`src/rtl/prog_loader_if.sv`:
```
// Host-stream / instruction-memory / core-handshake bundle for prog_loader.
// slave  : the loader itself.
// master : the environment (host, instruction memory, core).
//
// Handshake semantics: a stream word transfers on any rising clk edge where
// ld_valid && ld_ready are both 1; the host must keep ld_data/ld_last stable
// while ld_valid is high. core_req is a one-cycle start pulse; core_done is
// level-sampled only while the core runs. done is held until done_ack is seen.
interface prog_loader_if #(
  parameter int D  = 12,
  parameter int IW = 9,
  parameter int CW = 32
) ();
  logic          ld_valid;
  logic [IW-1:0] ld_data;
  logic          ld_last;
  logic          ld_ready;
  logic          imem_wr_en;
  logic [D-1:0]  imem_wr_addr;
  logic [IW-1:0] imem_wr_data;
  logic          core_req;
  logic          core_done;
  logic          done;
  logic          done_ack;
  logic [D:0]    prog_len;
  logic [CW-1:0] cyc_cnt;
  logic          err;

  modport slave (
    input  ld_valid, ld_data, ld_last, core_done, done_ack,
    output ld_ready, imem_wr_en, imem_wr_addr, imem_wr_data,
           core_req, done, prog_len, cyc_cnt, err
  );

  modport master (
    output ld_valid, ld_data, ld_last, core_done, done_ack,
    input  ld_ready, imem_wr_en, imem_wr_addr, imem_wr_data,
           core_req, done, prog_len, cyc_cnt, err
  );
endinterface

```
`src/rtl/prog_loader.sv`:
```
// prog_loader: streams a program into instruction memory from address 0,
// starts the core with a one-cycle req pulse, counts RUN cycles until the
// core reports done, then holds done until the host acknowledges.
// Optional feature: define LOADER_WDOG_EN to abort RUN after WDOG_LIMIT
// cycles without core_done (sets err).
module prog_loader #(
  parameter int D          = 12,
  parameter int IW         = 9,
  parameter int CW         = 32,
  parameter int WDOG_LIMIT = 100000
) (
  input  logic         clk,
  input  logic         reset,
  prog_loader_if.slave ld,
  output logic [2:0]   dbg_state_o
);

  typedef enum logic [2:0] {
    S_IDLE = 3'd0,
    S_LOAD = 3'd1,
    S_ARM  = 3'd2,
    S_RUN  = 3'd3,
    S_DONE = 3'd4
  } state_e;

  // Word count equal to the memory depth: no address left to write.
  localparam logic [D:0] FULL = {1'b1, {D{1'b0}}};

  state_e        state_q, state_d;
  logic [D:0]    count_q, count_d;
  logic          wr_en_q, wr_en_d;
  logic [D-1:0]  wr_addr_q, wr_addr_d;
  logic [IW-1:0] wr_data_q, wr_data_d;
  logic [D:0]    prog_len_q, prog_len_d;
  logic [CW-1:0] cyc_cnt_q, cyc_cnt_d;
  logic          err_q, err_d;
  logic          beat;
  logic          wdog_hit;

  assign ld.ld_ready    = (state_q == S_IDLE) || (state_q == S_LOAD);
  assign beat           = ld.ld_valid && ld.ld_ready;
  assign ld.core_req    = (state_q == S_ARM);
  assign ld.done        = (state_q == S_DONE);
  assign ld.imem_wr_en   = wr_en_q;
  assign ld.imem_wr_addr = wr_addr_q;
  assign ld.imem_wr_data = wr_data_q;
  assign ld.prog_len    = prog_len_q;
  assign ld.cyc_cnt     = cyc_cnt_q;
  assign ld.err         = err_q;
  assign dbg_state_o    = state_q;

`ifdef LOADER_WDOG_EN
  // Watchdog trips once the RUN counter has reached the limit.
  assign wdog_hit = (cyc_cnt_q >= CW'(WDOG_LIMIT));
`else
  assign wdog_hit = 1'b0;
`endif

  // State and datapath registers; memory contents are never cleared here.
  always_ff @(posedge clk or negedge reset) begin
    if (!reset) begin
      state_q    <= S_IDLE;
      count_q    <= '0;
      wr_en_q    <= 1'b0;
      wr_addr_q  <= '0;
      wr_data_q  <= '0;
      prog_len_q <= '0;
      cyc_cnt_q  <= '0;
      err_q      <= 1'b0;
    end else begin
      state_q    <= state_d;
      count_q    <= count_d;
      wr_en_q    <= wr_en_d;
      wr_addr_q  <= wr_addr_d;
      wr_data_q  <= wr_data_d;
      prog_len_q <= prog_len_d;
      cyc_cnt_q  <= cyc_cnt_d;
      err_q      <= err_d;
    end
  end

  // Next-state and registered-output logic.
  always_comb begin
    state_d    = state_q;
    count_d    = count_q;
    wr_en_d    = 1'b0;
    wr_addr_d  = wr_addr_q;
    wr_data_d  = wr_data_q;
    prog_len_d = prog_len_q;
    cyc_cnt_d  = cyc_cnt_q;
    err_d      = err_q;
    case (state_q)
      S_IDLE: begin
        if (beat) begin
          err_d     = 1'b0;
          cyc_cnt_d = '0;
          wr_en_d   = 1'b1;
          wr_addr_d = '0;
          wr_data_d = ld.ld_data;
          count_d   = {{D{1'b0}}, 1'b1};
          state_d   = ld.ld_last ? S_ARM : S_LOAD;
        end
      end
      S_LOAD: begin
        if (beat) begin
          if (count_q == FULL) begin
            // Memory already full: a further word has no address, so it is
            // dropped (even if flagged last) and the core is never started.
            err_d   = 1'b1;
            state_d = S_DONE;
          end else begin
            wr_en_d   = 1'b1;
            wr_addr_d = count_q[D-1:0];
            wr_data_d = ld.ld_data;
            count_d   = count_q + 1'b1;
            if (ld.ld_last) state_d = S_ARM;
          end
        end
      end
      S_ARM: begin
        // core_done is deliberately not looked at here.
        prog_len_d = count_q;
        state_d    = S_RUN;
      end
      S_RUN: begin
        if (ld.core_done) begin
          state_d = S_DONE;
        end else if (wdog_hit) begin
          err_d   = 1'b1;
          state_d = S_DONE;
        end else if (cyc_cnt_q != {CW{1'b1}}) begin
          cyc_cnt_d = cyc_cnt_q + 1'b1;
        end
      end
      S_DONE: begin
        if (ld.done_ack) state_d = S_IDLE;
      end
      default: state_d = S_IDLE;
    endcase
  end

endmodule

```
`src/flat_wrapper.sv`:
```
// flat-port wrapper written by rule: the top's interface ports become plain ports
module prog_loader_flat 
#(
  parameter int D          = 12,
  parameter int IW         = 9,
  parameter int CW         = 32,
  parameter int WDOG_LIMIT = 100000
)
  (clk, reset, dbg_state_o, ld_ld_valid, ld_ld_data, ld_ld_last, ld_core_done, ld_done_ack, ld_ld_ready, ld_imem_wr_en, ld_imem_wr_addr, ld_imem_wr_data, ld_core_req, ld_done, ld_prog_len, ld_cyc_cnt, ld_err);
  prog_loader_if #(.D(D), .IW(IW), .CW(CW)) ld_i ();
  input  logic clk;
  input  logic reset;
  output logic [2:0] dbg_state_o;
  input wire logic [$bits(ld_i.ld_valid)-1:0] ld_ld_valid;
  input wire logic [$bits(ld_i.ld_data)-1:0] ld_ld_data;
  input wire logic [$bits(ld_i.ld_last)-1:0] ld_ld_last;
  input wire logic [$bits(ld_i.core_done)-1:0] ld_core_done;
  input wire logic [$bits(ld_i.done_ack)-1:0] ld_done_ack;
  output wire logic [$bits(ld_i.ld_ready)-1:0] ld_ld_ready;
  output wire logic [$bits(ld_i.imem_wr_en)-1:0] ld_imem_wr_en;
  output wire logic [$bits(ld_i.imem_wr_addr)-1:0] ld_imem_wr_addr;
  output wire logic [$bits(ld_i.imem_wr_data)-1:0] ld_imem_wr_data;
  output wire logic [$bits(ld_i.core_req)-1:0] ld_core_req;
  output wire logic [$bits(ld_i.done)-1:0] ld_done;
  output wire logic [$bits(ld_i.prog_len)-1:0] ld_prog_len;
  output wire logic [$bits(ld_i.cyc_cnt)-1:0] ld_cyc_cnt;
  output wire logic [$bits(ld_i.err)-1:0] ld_err;
  assign ld_i.ld_valid = ld_ld_valid;
  assign ld_i.ld_data = ld_ld_data;
  assign ld_i.ld_last = ld_ld_last;
  assign ld_i.core_done = ld_core_done;
  assign ld_i.done_ack = ld_done_ack;
  assign ld_ld_ready = ld_i.ld_ready;
  assign ld_imem_wr_en = ld_i.imem_wr_en;
  assign ld_imem_wr_addr = ld_i.imem_wr_addr;
  assign ld_imem_wr_data = ld_i.imem_wr_data;
  assign ld_core_req = ld_i.core_req;
  assign ld_done = ld_i.done;
  assign ld_prog_len = ld_i.prog_len;
  assign ld_cyc_cnt = ld_i.cyc_cnt;
  assign ld_err = ld_i.err;
  prog_loader #(.D(D), .IW(IW), .CW(CW), .WDOG_LIMIT(WDOG_LIMIT)) u_core (.clk(clk), .reset(reset), .ld(ld_i), .dbg_state_o(dbg_state_o));
endmodule
```
`config.mk`:
```
export PLATFORM = sky130hd
export DESIGN_NAME = prog_loader_flat
export DESIGN_NICKNAME = d
export VERILOG_FILES = /design/src/rtl/prog_loader_if.sv /design/src/rtl/prog_loader.sv /design/src/flat_wrapper.sv
export SDC_FILE = /design/constraint.sdc
export NUM_CORES = 1
export LEC_CHECK = 0
export BUFFER_PORTS_ARGS = -buffer_cell sky130_fd_sc_hd__clkbuf_2
export CORE_MARGIN = 4
export CORE_UTILIZATION = 25
export CTS_CLUSTER_SIZE = 28
export DETAILED_ROUTE_END_ITERATION = 6
export PLACE_DENSITY_LB_ADDON = 0.25
export SYNTH_ARGS = -nofsm -noshare
export SYNTH_HDL_FRONTEND = slang
export SYNTH_SLANG_ARGS = --single-unit
export TNS_END_PERCENT = 10
```
`constraint.sdc`:
```
create_clock -name clk -period 2.7 [get_ports clk]
set_input_delay 0.135 -clock clk [delete_from_list [all_inputs] [get_ports clk]]
set_output_delay 0.135 -clock clk [all_outputs]
set_load 0.02 [all_outputs]
```
; After elaboration in Yosys (flattened, before gate mapping)
; Index checks and enable logic that the tools add are counted.
[word_totals]
input_bits = 15
elab_cells = 66
regBits = 84
[classes]
reduce_logical = 9
add_sub_neg = 2
n_mux = 32
eq_ne = 15
[op_table]
columns = op, count
row1 = 32-bit 2-to-1 mux, 3
row2 = 32-bit one-hot mux with 2 select lines, 1
row3 = 13-bit 2-to-1 mux, 3
row4 = 12-bit 2-to-1 mux, 3
row5 = 32-bit by 1-bit adder with 32-bit output (second input constant), 1
row6 = 32-bit != test (second input constant), 1
row7 = 9-bit 2-to-1 mux, 3
row8 = 13-bit one-hot mux with 2 select lines, 1
row9 = 12-bit one-hot mux with 2 select lines, 1
row10 = 3-bit 2-to-1 mux, 6
row11 = 9-bit one-hot mux with 2 select lines, 1
row12 = 3-bit one-hot mux with 5 select lines, 1
row13 = 13-bit by 1-bit adder with 13-bit output (second input constant), 1
row14 = 13-bit equality test (second input constant), 1
row15 = 4-bit AND reduction, 3
row16 = 2-bit != test (second input constant), 5
row17 = 3-bit by 2-bit equality test with 1-bit output (second input constant), 2
row18 = 1-bit 2-to-1 mux, 6
row19 = 2-bit by 1-bit != test with 1-bit output (second input constant), 3
row20 = 5-bit AND reduction, 1
row21 = 1-bit one-hot mux with 2 select lines, 2
row22 = 2-bit nonzero test, 2
row23 = 3-bit by 1-bit equality test with 1-bit output (second input constant), 1
row24 = 3-bit equality test (second input constant), 1
row25 = 5 further kinds, 5

; Depth between registers and ports, before layout
; Gate-level depths: netlist (run 1).
[depth]
depth_word = 5
ltp_mapped = 9

; Worst setup path after synthesis (run 1)
; OpenSTA, ideal clock, no wires.
[synth_timing]
path_kind = register to register
start = register u_core.cyc_cnt_q[15] (netlist: u_core.ld.cyc_cnt[15])
end = register u_core.cyc_cnt_q[11] (netlist: u_core.ld.cyc_cnt[11])
arrival_time_ns = 2.071
path_stages_with_launch = 7
path_slack_ns = 0.547
synth_period_minus_slack_ns = 2.153
t_required_ns = 2.618
path_cell_list = dfrtp_1 -> nand4_2 -> or4_4 -> nor4_4 -> o21ai_2 -> buf_6 -> a31oi_1
[synth_between]
elab_chain_len = 3
[synth_lines]
columns = item, line_no
row1 = from (decl), prog_loader.sv:35  ; logic [CW-1:0] cyc_cnt_q, cyc_cnt_d;
row2 = from (signal assigned), prog_loader.sv:77  ; cyc_cnt_q <= cyc_cnt_d;
row3 = 32-bit != test, prog_loader.sv:131  ; end else if (cyc_cnt_q != {CW{1'b1}}) begin
row4 = 2-bit by 1-bit != test with 1-bit output (no line), --
row5 = 4-bit AND reduction (no line), --
; Every way passes these cells.
; A chain may end at the register's enable or synchronous reset.

; Final worst setup path (run 1)
[layout_timing]
start = register u_core.cyc_cnt_q[10] (netlist: u_core.ld.cyc_cnt[10])
end = register u_core.cyc_cnt_q[12] (netlist: u_core.ld.cyc_cnt[12])
[layout_between]
elab_chain_len = 4
[layout_lines]
columns = item, line_no
row1 = 32-bit by 1-bit adder with 32-bit output, prog_loader.sv:132  ; cyc_cnt_d = cyc_cnt_q + 1'b1;
row2 = 32-bit 2-to-1 mux, prog_loader.sv:131
row3 = 32-bit 2-to-1 mux, prog_loader.sv:126  ; if (ld.core_done) begin
row4 = 32-bit one-hot mux with 2 select lines, prog_loader.sv:92  ; case (state_q)
; Parallel ways exist; a longest one is shown, timed or not. The select of a mux whose other input is x is not followed.

==> flow_summary.yaml, run 1 <==
drt:
  drc_errors: 0
  drt_iter0_markers: 306
  wirelength_mm: 12.1
  wire_per_inst_um: 16.1
  drt_pass1_iterations: 5
  num_vias: 3722
  viasPerCell: 4.95
  detail-route-antenna-nets: 0
power:
  p_sw_share_pct: 40.7
  intPower_uw: 2650
  power_frac_comb_pct: 35.1
  seq_power_share_pct: 37.9
  p_switching_uw: 1820
  pwr-share-clk_pct: 27.0
  p_total_uw: 4470
  p_leak_uw: 0.00249
  cellPowerDensity_nw_per_um2: 844
  vdd_drop_max_mv: 0.373
clock_tree:
  cts_max_path_buffers: 2
  cts_buffers: 9
  root_buffer: "clkbuf_16"
  clock_sinks: 84
  clk_latency_ns: 0.35
  htreeDepth: 3
  cts_repair_resize_count: 0
  cts_tree: "done"
  post_cts_buffers: 0
  clkSlewWorstSetupHoldPaths_ns: 0.07
place:
  finalWeightedCongestion: 0.811
  dp_hpwl_mm: 8.67
  numPortBuffers: 88
  place_area_um2: 4910
  dpl_worst_slack_ns: 0.306
finish:
  area_growth_pct: 27.2
  drive_gt1_share_pct: 25.2
  n_antenna_cell: 0
  postLayoutCellArea_um2: 5300
  final_util_pct: 32.9
  nNetsFinal: 549
critical_path:
  critical_path.max_fanout: 14
  path_class: "reg -> reg"
  endpoint_kind: "flop"
  worstPathArrival_ns: 2.69
  required_ns: 2.96
  start_kind: "flop"
synth:
  ys_seq_elements: 84
  synth_ff_type: "dfrtp_1"
  syn-cell-area_um2: 4170
  synth-edff-count: 0
  syn_avg_cell_area_um2: 9.74
  syn_nets: 446
  async_flop_share_pct: 100
  synth_cell_type_count: 53
  seq_area_frac_synth_pct: 50.4
  netlist_instances: 428
  yosysWarnings: 0
global_routing:
  antenna_found_initial: 0
  grt_max_degree: 43
  track_usage_pct: 13.2
  grt_overflow: 0
  grt_pass1_wl_mm: 19.6
  grt_pass1_vias: 3662
floorplan:
  die_h_um: 137
  num_io_pins: 89
  dieArea_um2: 18800
  dieWidth_um: 137
  start_util_pct: 25.9
  rows: 46
  coreArea_um2: 16100
sta:
  max_freq_mhz: 413
  period_share_pct: 89.7
  slew_headroom_pct: 54.0
  rsz0062_at_grt: "no"
  final-setup-viol-count: 0
  worstMarginPinSlew_ns: 0.683
  setup_tns_ns: 0
  final_max_slew_viol_count: 0
  finalCriticalPeriod_ns: 2.42
  setup_slack_ns: 0.277
  hold_viol: 0
  skew_ns: 0.00581
min_path:
  hp-class: "in -> reg"
run_status:
  status: "completed"
run:
  drv_cap: 0
[power by group through the flow]
stage | clock network [uW] | registers (uW) | logic, uW
3_3_place_gp | 0 | 1700 | 1570
5_1_grt | 1300 | 1730 | 1730
2_1_floorplan | 0 | 1890 | 838
3_5_place_dp | 0 | 1720 | 1580
6_report | 1210 | 1700 | 1570
4_1_cts | 1250 | 1700 | 1600
[flip-flops by register name, summed over array words and instances (netlist names)]
name,count
u_core.ld.cyc_cnt,32
u_core.count_q,13
u_core.ld.prog_len,13
u_core.ld.imem_wr_addr,12
u_core.ld.imem_wr_data,9
u_core.dbg_state_o,3
u_core.ld.err,1
u_core.ld.imem_wr_en,1
[logic make-up (layout without fill, tap and decap cells)]
| kind of cell | after synthesis | in the layout | share of synthesized area (%) |
|---|---|---|---|
| xor+xnor | 9 | 9 | 1.89 |
| flops | 84 | 84 | 50.4 |
| compound gates | 105 | 105 | 17.5 |
| fa+ha+maj | 3 | 3 | 0.901 |
| buf+inv | 42 | 150 | 4.35 |
| simple gates | 170 | 170 | 20.9 |
| mux | 15 | 15 | 3.99 |
[path summary, 6_finish.rpt]
kind	start	endpoint	slack (ns)	cells after the start
setup / recovery	u_core.ld.cyc_cnt[10]	u_core.ld.cyc_cnt[12]	0.28	6
hold / removal	ld_ld_last	u_core.dbg_state_o[0]	0.11	4
setup reg to reg	u_core.ld.cyc_cnt[10]	u_core.ld.cyc_cnt[12]	0.28	6
hold reg to reg	u_core.ld.imem_wr_data[1]	u_core.ld.imem_wr_data[1]	0.48	2
max in group asynchronous	reset	u_core.ld.imem_wr_data[8]	1.64	3
min in group asynchronous	reset	u_core.count_q[10]	0.33	2
[cells in the mapped netlist, types with 2 or more instances]
cell	n	share of area, %
a21o_1	5	0.90
a21oi_1	15	1.8
a22o_1	12	2.5
a311oi_1	3	0.63
a31oi_1	30	4.5
a41oi_1	7	1.5
and3_1	8	1.2
buf_1	2	0.18
buf_6	3	0.81
clkbuf_1	19	1.7
dfrtp_1	84	50
ha_1	3	0.90
inv_1	16	1.4
mux2_1	13	3.5
mux2i_1	2	0.48
nand2_1	51	4.6
nand2b_1	8	1.2
nand3_1	20	2.4
nand3b_1	2	0.36
nand4_1	8	1.2
nand4_2	2	0.60
nor2_1	33	3.0
nor3_1	11	1.3
nor4_1	9	1.4
nor4b_1	2	0.42
o211ai_1	3	0.54
o211ai_2	4	1.2
o21a_1	2	0.36
o21ai_0	6	0.72
o21ai_1	9	1.1
or2_1	4	0.60
or4_1	4	0.72
xnor2_1	2	0.42
xor2_1	7	1.5
[routing by layer]
layer	vias to the layer above	part of all wire [%]	GRT usage, %
met4	0	1.1	3.71
li1	1790	-	-
met2	120	49	22.3
met1	1798	45	17.0
met5	-	0	0
met3	14	5.8	3.09
[layout make-up]
type                            count  area (um2)
Clock buffer                        9         225
Tap cell                          216         270
Clock inverter                      7        63.8
Fill cell                        1695       10800
Sequential cell                    84        2100
Timing Repair Buffer              117         686
Inverter                           17        63.8
Multi-Input combinational cell    302        1890
[cell usage in the layout (no fill, tap or decap), drive strengths merged, types with 3 or more instances in the layout]
| cell | n |
|---|---|
| a21o | 5 |
| a21oi | 15 |
| a22o | 12 |
| a311oi | 3 |
| a31oi | 30 |
| a41oi | 7 |
| and3 | 8 |
| buf | 20 |
| clkbuf | 96 |
| dfrtp | 84 |
| dlygate4sd3 | 10 |
| ha | 3 |
| inv | 22 |
| mux2 | 13 |
| nand2 | 51 |
| nand2b | 8 |
| nand3 | 20 |
| nand4 | 10 |
| nor2 | 33 |
| nor3 | 11 |
| nor4 | 11 |
| o211ai | 7 |
| o21ai | 16 |
| or2 | 4 |
| or4 | 5 |
| xor2 | 7 |
[timing repair]
action	in CTS	in global routing
setup endpoints to repair	0	0
hold buffers	10	0
endpoints found under the hold margin	49	0
[critical path: stages (launching register included)]
cell	delay, ns
dfrtp_1	0.49
nand4_2	0.22
or4_4	0.54
nor4_4	0.41
o21ai_2	0.22
buf_4	0.25
a31oi_1	0.19
[through the flow]
step,cells,hold WS [ns]
floorplan,428,-0.161
global placement,726,0.181
detailed placement,726,0.180
CTS,752,0.104
global route,752,0.124
finish,752,0.111
No activity file was read; power rests on OpenSTA's default activity.
==> inputs of run 2 (changes only) <==
- ABC_AREA: default -> 1
- PLACE_DENSITY_LB_ADDON: 0.25 -> default
==> flow_summary.yaml, run 2 <==
global_routing:
  antenna_found_initial: 1
  grt_pass1_wl_mm: 22.9
  track_usage_pct: 13.2
  grt_max_degree: 41
  grt_overflow: 0
  grt_pass1_vias: 4403
critical_path:
  timing.rr.start: "u_core.ld.cyc_cnt[1]"
  endpoint: "u_core.ld.cyc_cnt[20]"
  required_ns: 3.00
  worstPathArrival_ns: 2.36
  reg2reg_to: "u_core.ld.cyc_cnt[20]"
  rr_worst_depth: 11
  path_class: "reg -> reg"
  critical_path.max_fanout: 32
  rrSetupSlack_ns: 0.64
  endpoint_kind: "flop"
  startpoint: "u_core.ld.cyc_cnt[1]"
  start_kind: "flop"
clock_tree:
  clk_latency_ns: 0.36
  cts_buffers: 9
  cts_tree: "done"
  post_cts_buffers: 0
  cts_max_path_buffers: 2
  cts_repair_resize_count: 0
  root_buffer: "clkbuf_16"
  clock_sinks: 84
  hold_buffers: 11
  clkSlewWorstSetupHoldPaths_ns: 0.07
  htreeDepth: 3
synth:
  netlist.area_leader.share_pct: 44.4
  synth_most_common_cell: "nand2_1"
  synth-edff-count: 0
  seq_area_frac_synth_pct: 44.4
  ys_seq_elements: 84
  netlist_instances: 691
  yosys-top-cells-count: "nand2_1, nor2_1, dfrtp_1, nand3_1, inv_1"
  yosysWarnings: 0
  async_flop_share_pct: 100
  syn_avg_cell_area_um2: 6.85
  syn_nets: 709
  syn-cell-area_um2: 4740
  yosys.area.top_type: "dfrtp_1"
  synth_ff_type: "dfrtp_1"
  synth_cell_type_count: 31
  synth_area_leaders: "dfrtp_1, nand2_1, nor2_1"
floorplan:
  start_util_pct: 25.4
  die_h_um: 146
  dieWidth_um: 146
  coreArea_um2: 18600
  rows: 50
  num_io_pins: 89
  dieArea_um2: 21200
drt:
  drt_pass1_iterations: 4
  drt_iter0_markers: 346
  drc_errors: 0
  viasPerCell: 4.47
  wire_per_inst_um: 13.2
  wirelength_mm: 13.6
  num_vias: 4600
  detail-route-antenna-nets: 0
min_path:
  hp-class: "in -> reg"
sta:
  setup_tns_ns: 0
  finalCriticalPeriod_ns: 2.06
  period_share_pct: 76.2
  rsz0062_at_grt: "no"
  final-setup-viol-count: 0
  hold_viol: 0
  skew_ns: 0.00768
  max_freq_mhz: 486
  slew_headroom_pct: 43.2
  final_max_slew_viol_count: 0
  worstMarginPinSlew_ns: 0.849
finish:
  drive_gt1_share_pct: 16.2
  final_common_cell: "nand2_1"
  largest_register_ff_count: 32
  fillCellCount: 2038
  final_cell_mix: "nand2_1, nor2_1, clkbuf_2"
  postLayoutCellArea_um2: 5830
  n_antenna_cell: 0
  area_growth_pct: 23.2
  nNetsFinal: 808
power:
  p_leak_uw: 0.00289
  p_sw_share_pct: 43.7
  vdd_drop_max_mv: 0.571
  p_switching_uw: 1930
  pwr-share-clk_pct: 28.7
  intPower_uw: 2490
  power_frac_comb_pct: 36.0
  seq_power_share_pct: 35.3
  cellPowerDensity_nw_per_um2: 758
place:
  place_area_um2: 5430
  finalWeightedCongestion: 0.872
  numPortBuffers: 88
  dp_hpwl_mm: 10.1
run:
  drv_cap: 0
run_status:
  status: "completed"
run 2: cell count changes in the layout (fill, tap and decap cells not counted), sizes merged, moves of 11 or more:
| cell | before | now |
|---|---|---|
| a22o | 12 | 0 |
| a31oi | 30 | 1 |
| buf | 20 | 9 |
| inv | 22 | 56 |
| mux2 | 13 | 0 |
| nand2 | 51 | 309 |
| nand3 | 20 | 51 |
| nor2 | 33 | 99 |
| o21ai | 16 | 37 |
run 2: layer usage:
metal / vias to the layer above / track usage (%) / share of wire [%]
met2: 119 / 22.3 / 48
met1: 2095 / 16.3 / 44
met4: 2 / 3.85 / 1.6
met3: 18 / 4.17 / 6.3
li1: 2366 / - / -
met5: - / 0 / 0.11
run 2: area by class of cell:
class                   instances  area [um2]  share of cell area [%]
clock buffers                   9         225                    3.86
clock inverters                 7        71.3                    1.22
inverters                      49         184                    3.15
multi-input cells             539        2340                    40.2
flip-flops and latches         84        2100                    36.0
well taps                     234         293                    5.02
repair buffers                107         613                    10.5
run 2: cells by family after synthesis:
logic type | count (synthesis) | share of synthesized area [%]
flip-flops | 84 | 44.4
XOR/XNOR | 5 | 0.925
AND/OR/NAND/NOR | 483 | 42.4
adder cells (fa/ha/maj) | 3 | 0.793
buffers and inverters | 68 | 6.10
AO/OA/AOI/OAI | 48 | 5.44
run 2: power by group through the flow:
stage | registers, uW | clock network, uW | logic, uW
floorplan | 1730 | 0 | 1000
global placement | 1580 | 0 | 1590
detailed placement | 1580 | 0 | 1600
CTS | 1560 | 1310 | 1620
global route | 1590 | 1350 | 1780
finish | 1560 | 1270 | 1590
run 2: critical path, stage by stage (launching register included):
cell and delay, ns:
dfrtp_1 0.44, ha_1 0.21, nand2_2 0.08, nor2_4 0.19, nand2_4 0.11, nor2_8 0.16
nand2_2 0.08, nand2_4 0.08, nand2_4 0.13, nand2_4 0.33, nand2_1 0.09, nand2_1 0.08
run 2: worst min-delay path by stage:
stage / from / to / slack, ns / cells past startpoint
floorplan: reset / u_core.count_q[0] / -0.16 / 0
global route: ld_ld_valid / u_core.ld.err / 0.11 / 3
CTS: ld_ld_valid / u_core.ld.err / 0.08 / 3
detailed placement: reset / u_core.ld.cyc_cnt[5] / 0.15 / 1
finish: ld_ld_valid / u_core.ld.err / 0.1 / 3
global placement: reset / u_core.ld.cyc_cnt[5] / 0.15 / 1
run 2: per-stage QoR:
stage	cells	total power [uW]	util, %	hold WS (ns)	setup WS [ns]
after floorplan	691	2730	-	-0.161	0.884
after global placement	1002	3170	29.1	0.148	0.656
after detailed placement	1002	3180	29.1	0.149	0.634
after CTS	1029	4480	31.3	0.0836	0.612
after global routing	1029	4730	31.3	0.113	0.396
final	1029	4420	31.3	0.0959	0.642
==> inputs of run 3 (changes only) <==
- clock period: 2.7 -> 1.9 ns (I/O delays scaled with it)
==> flow_summary.yaml, run 3 (synthesis gave the netlist of run 2 again) <==
floorplan:
  die_h_um: 146
  dieWidth_um: 146
  dieArea_um2: 21200
  start_util_pct: 25.4
  coreArea_um2: 18600
  num_io_pins: 89
  rows: 50
clock_tree:
  clk_latency_ns: 0.35
  root_buffer: "clkbuf_16"
  cts_buffers: 9
  cts_tree: "done"
  cts_max_path_buffers: 2
  clock_sinks: 84
  htreeDepth: 3
  clkSlewWorstSetupHoldPaths_ns: 0.07
sta:
  final_max_slew_viol_count: 0
  worstMarginPinSlew_ns: 0.555
  setup_tns_ns: 0
  slew_headroom_pct: 63.0
  max_freq_mhz: 571
  finalCriticalPeriod_ns: 1.75
  skew_ns: 0.00772
  hold_viol: 0
  setup_slack_ns: 0.149
  final-setup-viol-count: 0
  whs_ns: 0.00627
  period_share_pct: 92.2
drt:
  wirelength_mm: 14.3
  drc_errors: 0
  drt_iter0_markers: 323
  drt_pass1_iterations: 5
  wire_per_inst_um: 13.3
  viasPerCell: 4.49
  detail-route-antenna-nets: 0
  num_vias: 4826
finish:
  final_common_cell: "nand2_1"
  area_growth_pct: 32.0
  nNetsFinal: 853
  drive_gt1_share_pct: 21.5
  final_cell_mix: "nand2_1, nor2_1, clkbuf_2"
  largest_register_ff_count: 32
  final_util_pct: 33.5
  n_antenna_cell: 0
place:
  dp_hpwl_mm: 10.8
  numPortBuffers: 88
  finalWeightedCongestion: 0.901
  dpl_worst_slack_ns: 0.0211
min_path:
  hp-class: "in -> reg"
critical_path:
  crit_buf_inv: 1
  path_class: "reg -> reg"
  critical_path.max_fanout: 15
  start_kind: "flop"
  crit_path_frequent_cell: "nand2_4"
  cp_cell_sequence: "ha_1, nand2_2, nor2_4, nand2_4, nor2_8, nand2_2, nand2_4, nand2_4, buf_4, nand3_1, nand2_1"
  max_stage_delay_ns: 0.37
  endpoint_kind: "flop"
  cp_top_family: "simple AND/OR/NAND/NOR gates"
  cp_slowest_cell: "dfrtp_1"
  worstPathArrival_ns: 1.98
  required_ns: 2.13
power:
  cellPowerDensity_nw_per_um2: 1080
  p_total_uw: 6750
  p_leak_uw: 0.00315
  vdd_drop_max_mv: 0.758
global_routing:
  grt_max_degree: 33
  track_usage_pct: 13.7
  antenna_found_initial: 1
  grt_pass1_wl_mm: 23.7
  grt_overflow: 0
  grt_pass1_vias: 4552
run_status:
  status: "completed"
run:
  drv_cap: 0
## run 3: changes by cell type in the layout (fill, tap and decap cells not counted), moves of 2 or more
| cell | delta |
|---|---|
| inv_8 | -3 |
| clkinv_4 | +2 |
| buf_4 | +41 |
| nor2_2 | +3 |
| nor2_1 | -3 |
| buf_12 | +5 |
| nand2_1 | -2 |
## run 3: where the power goes
part | leakage, uW | internal (uW) | switching, uW
clock network | 0.000146 | 951 | 815
logic | 0.00185 | 982 | 1850
registers | 0.00115 | 2020 | 142
## run 3: path summary, 6_finish.rpt
| kind | from | to | slack [ns] | cells after the start |
|---|---|---|---|---|
| hold / removal | ld_core_done | u_core.dbg_state_o[1] | 0.006 | 2 |
| setup / recovery | u_core.ld.cyc_cnt[1] | u_core.ld.cyc_cnt[16] | 0.15 | 11 |
| hold reg to reg | u_core.ld.imem_wr_addr[7] | u_core.ld.imem_wr_addr[7] | 0.48 | 2 |
| max in group asynchronous | reset | u_core.ld.cyc_cnt[11] | 1.12 | 3 |
| setup reg to reg | u_core.ld.cyc_cnt[1] | u_core.ld.cyc_cnt[16] | 0.15 | 11 |
| min in group asynchronous | reset | u_core.ld.cyc_cnt[7] | 0.23 | 2 |
## run 3: through the flow
stage | cell area (um2) | instances
3_5_place_dp | 5800 | 1045
3_3_place_gp | 5800 | 1045
2_1_floorplan | 4740 | 691
5_1_grt | 6250 | 1074
4_1_cts | 6190 | 1071
6_report | 6250 | 1074
## run 3: timing repair
item	in CTS	in global routing
setup endpoints to repair	0	66
hold buffers	10	0
buffers inserted	0	3
gates resized for setup	0	8
endpoints found under the hold margin	34	0
## run 3: area by class of cell
type | instances | area (um2)
timing repair buffer | 152 | 1010
inverter | 49 | 186
clock inverter | 6 | 55.1
tap | 234 | 293
clock buffer | 10 | 239
fill | 2023 | 12400
sequential | 84 | 2100
multi-input combinational | 539 | 2370
## run 3: per-layer routing
layer / routed length, um / GRT usage [%] / share of wire, %
met5: 12 / 0 / 0.084
met4: 153 / 2.52 / 1.1
met3: 862 / 3.27 / 6.0
met2: 6940 / 23.7 / 49
met1: 6320 / 17.6 / 44
## run 3: worst reg2reg max path, cell delays in order (launching register included)
cell,delay [ns]
dfrtp_1,0.37
ha_1,0.19
nand2_2,0.08
nor2_4,0.20
nand2_4,0.11
nor2_8,0.12
nand2_2,0.08
nand2_4,0.09
nand2_4,0.06
buf_4,0.19
nand3_1,0.10
nand2_1,0.05
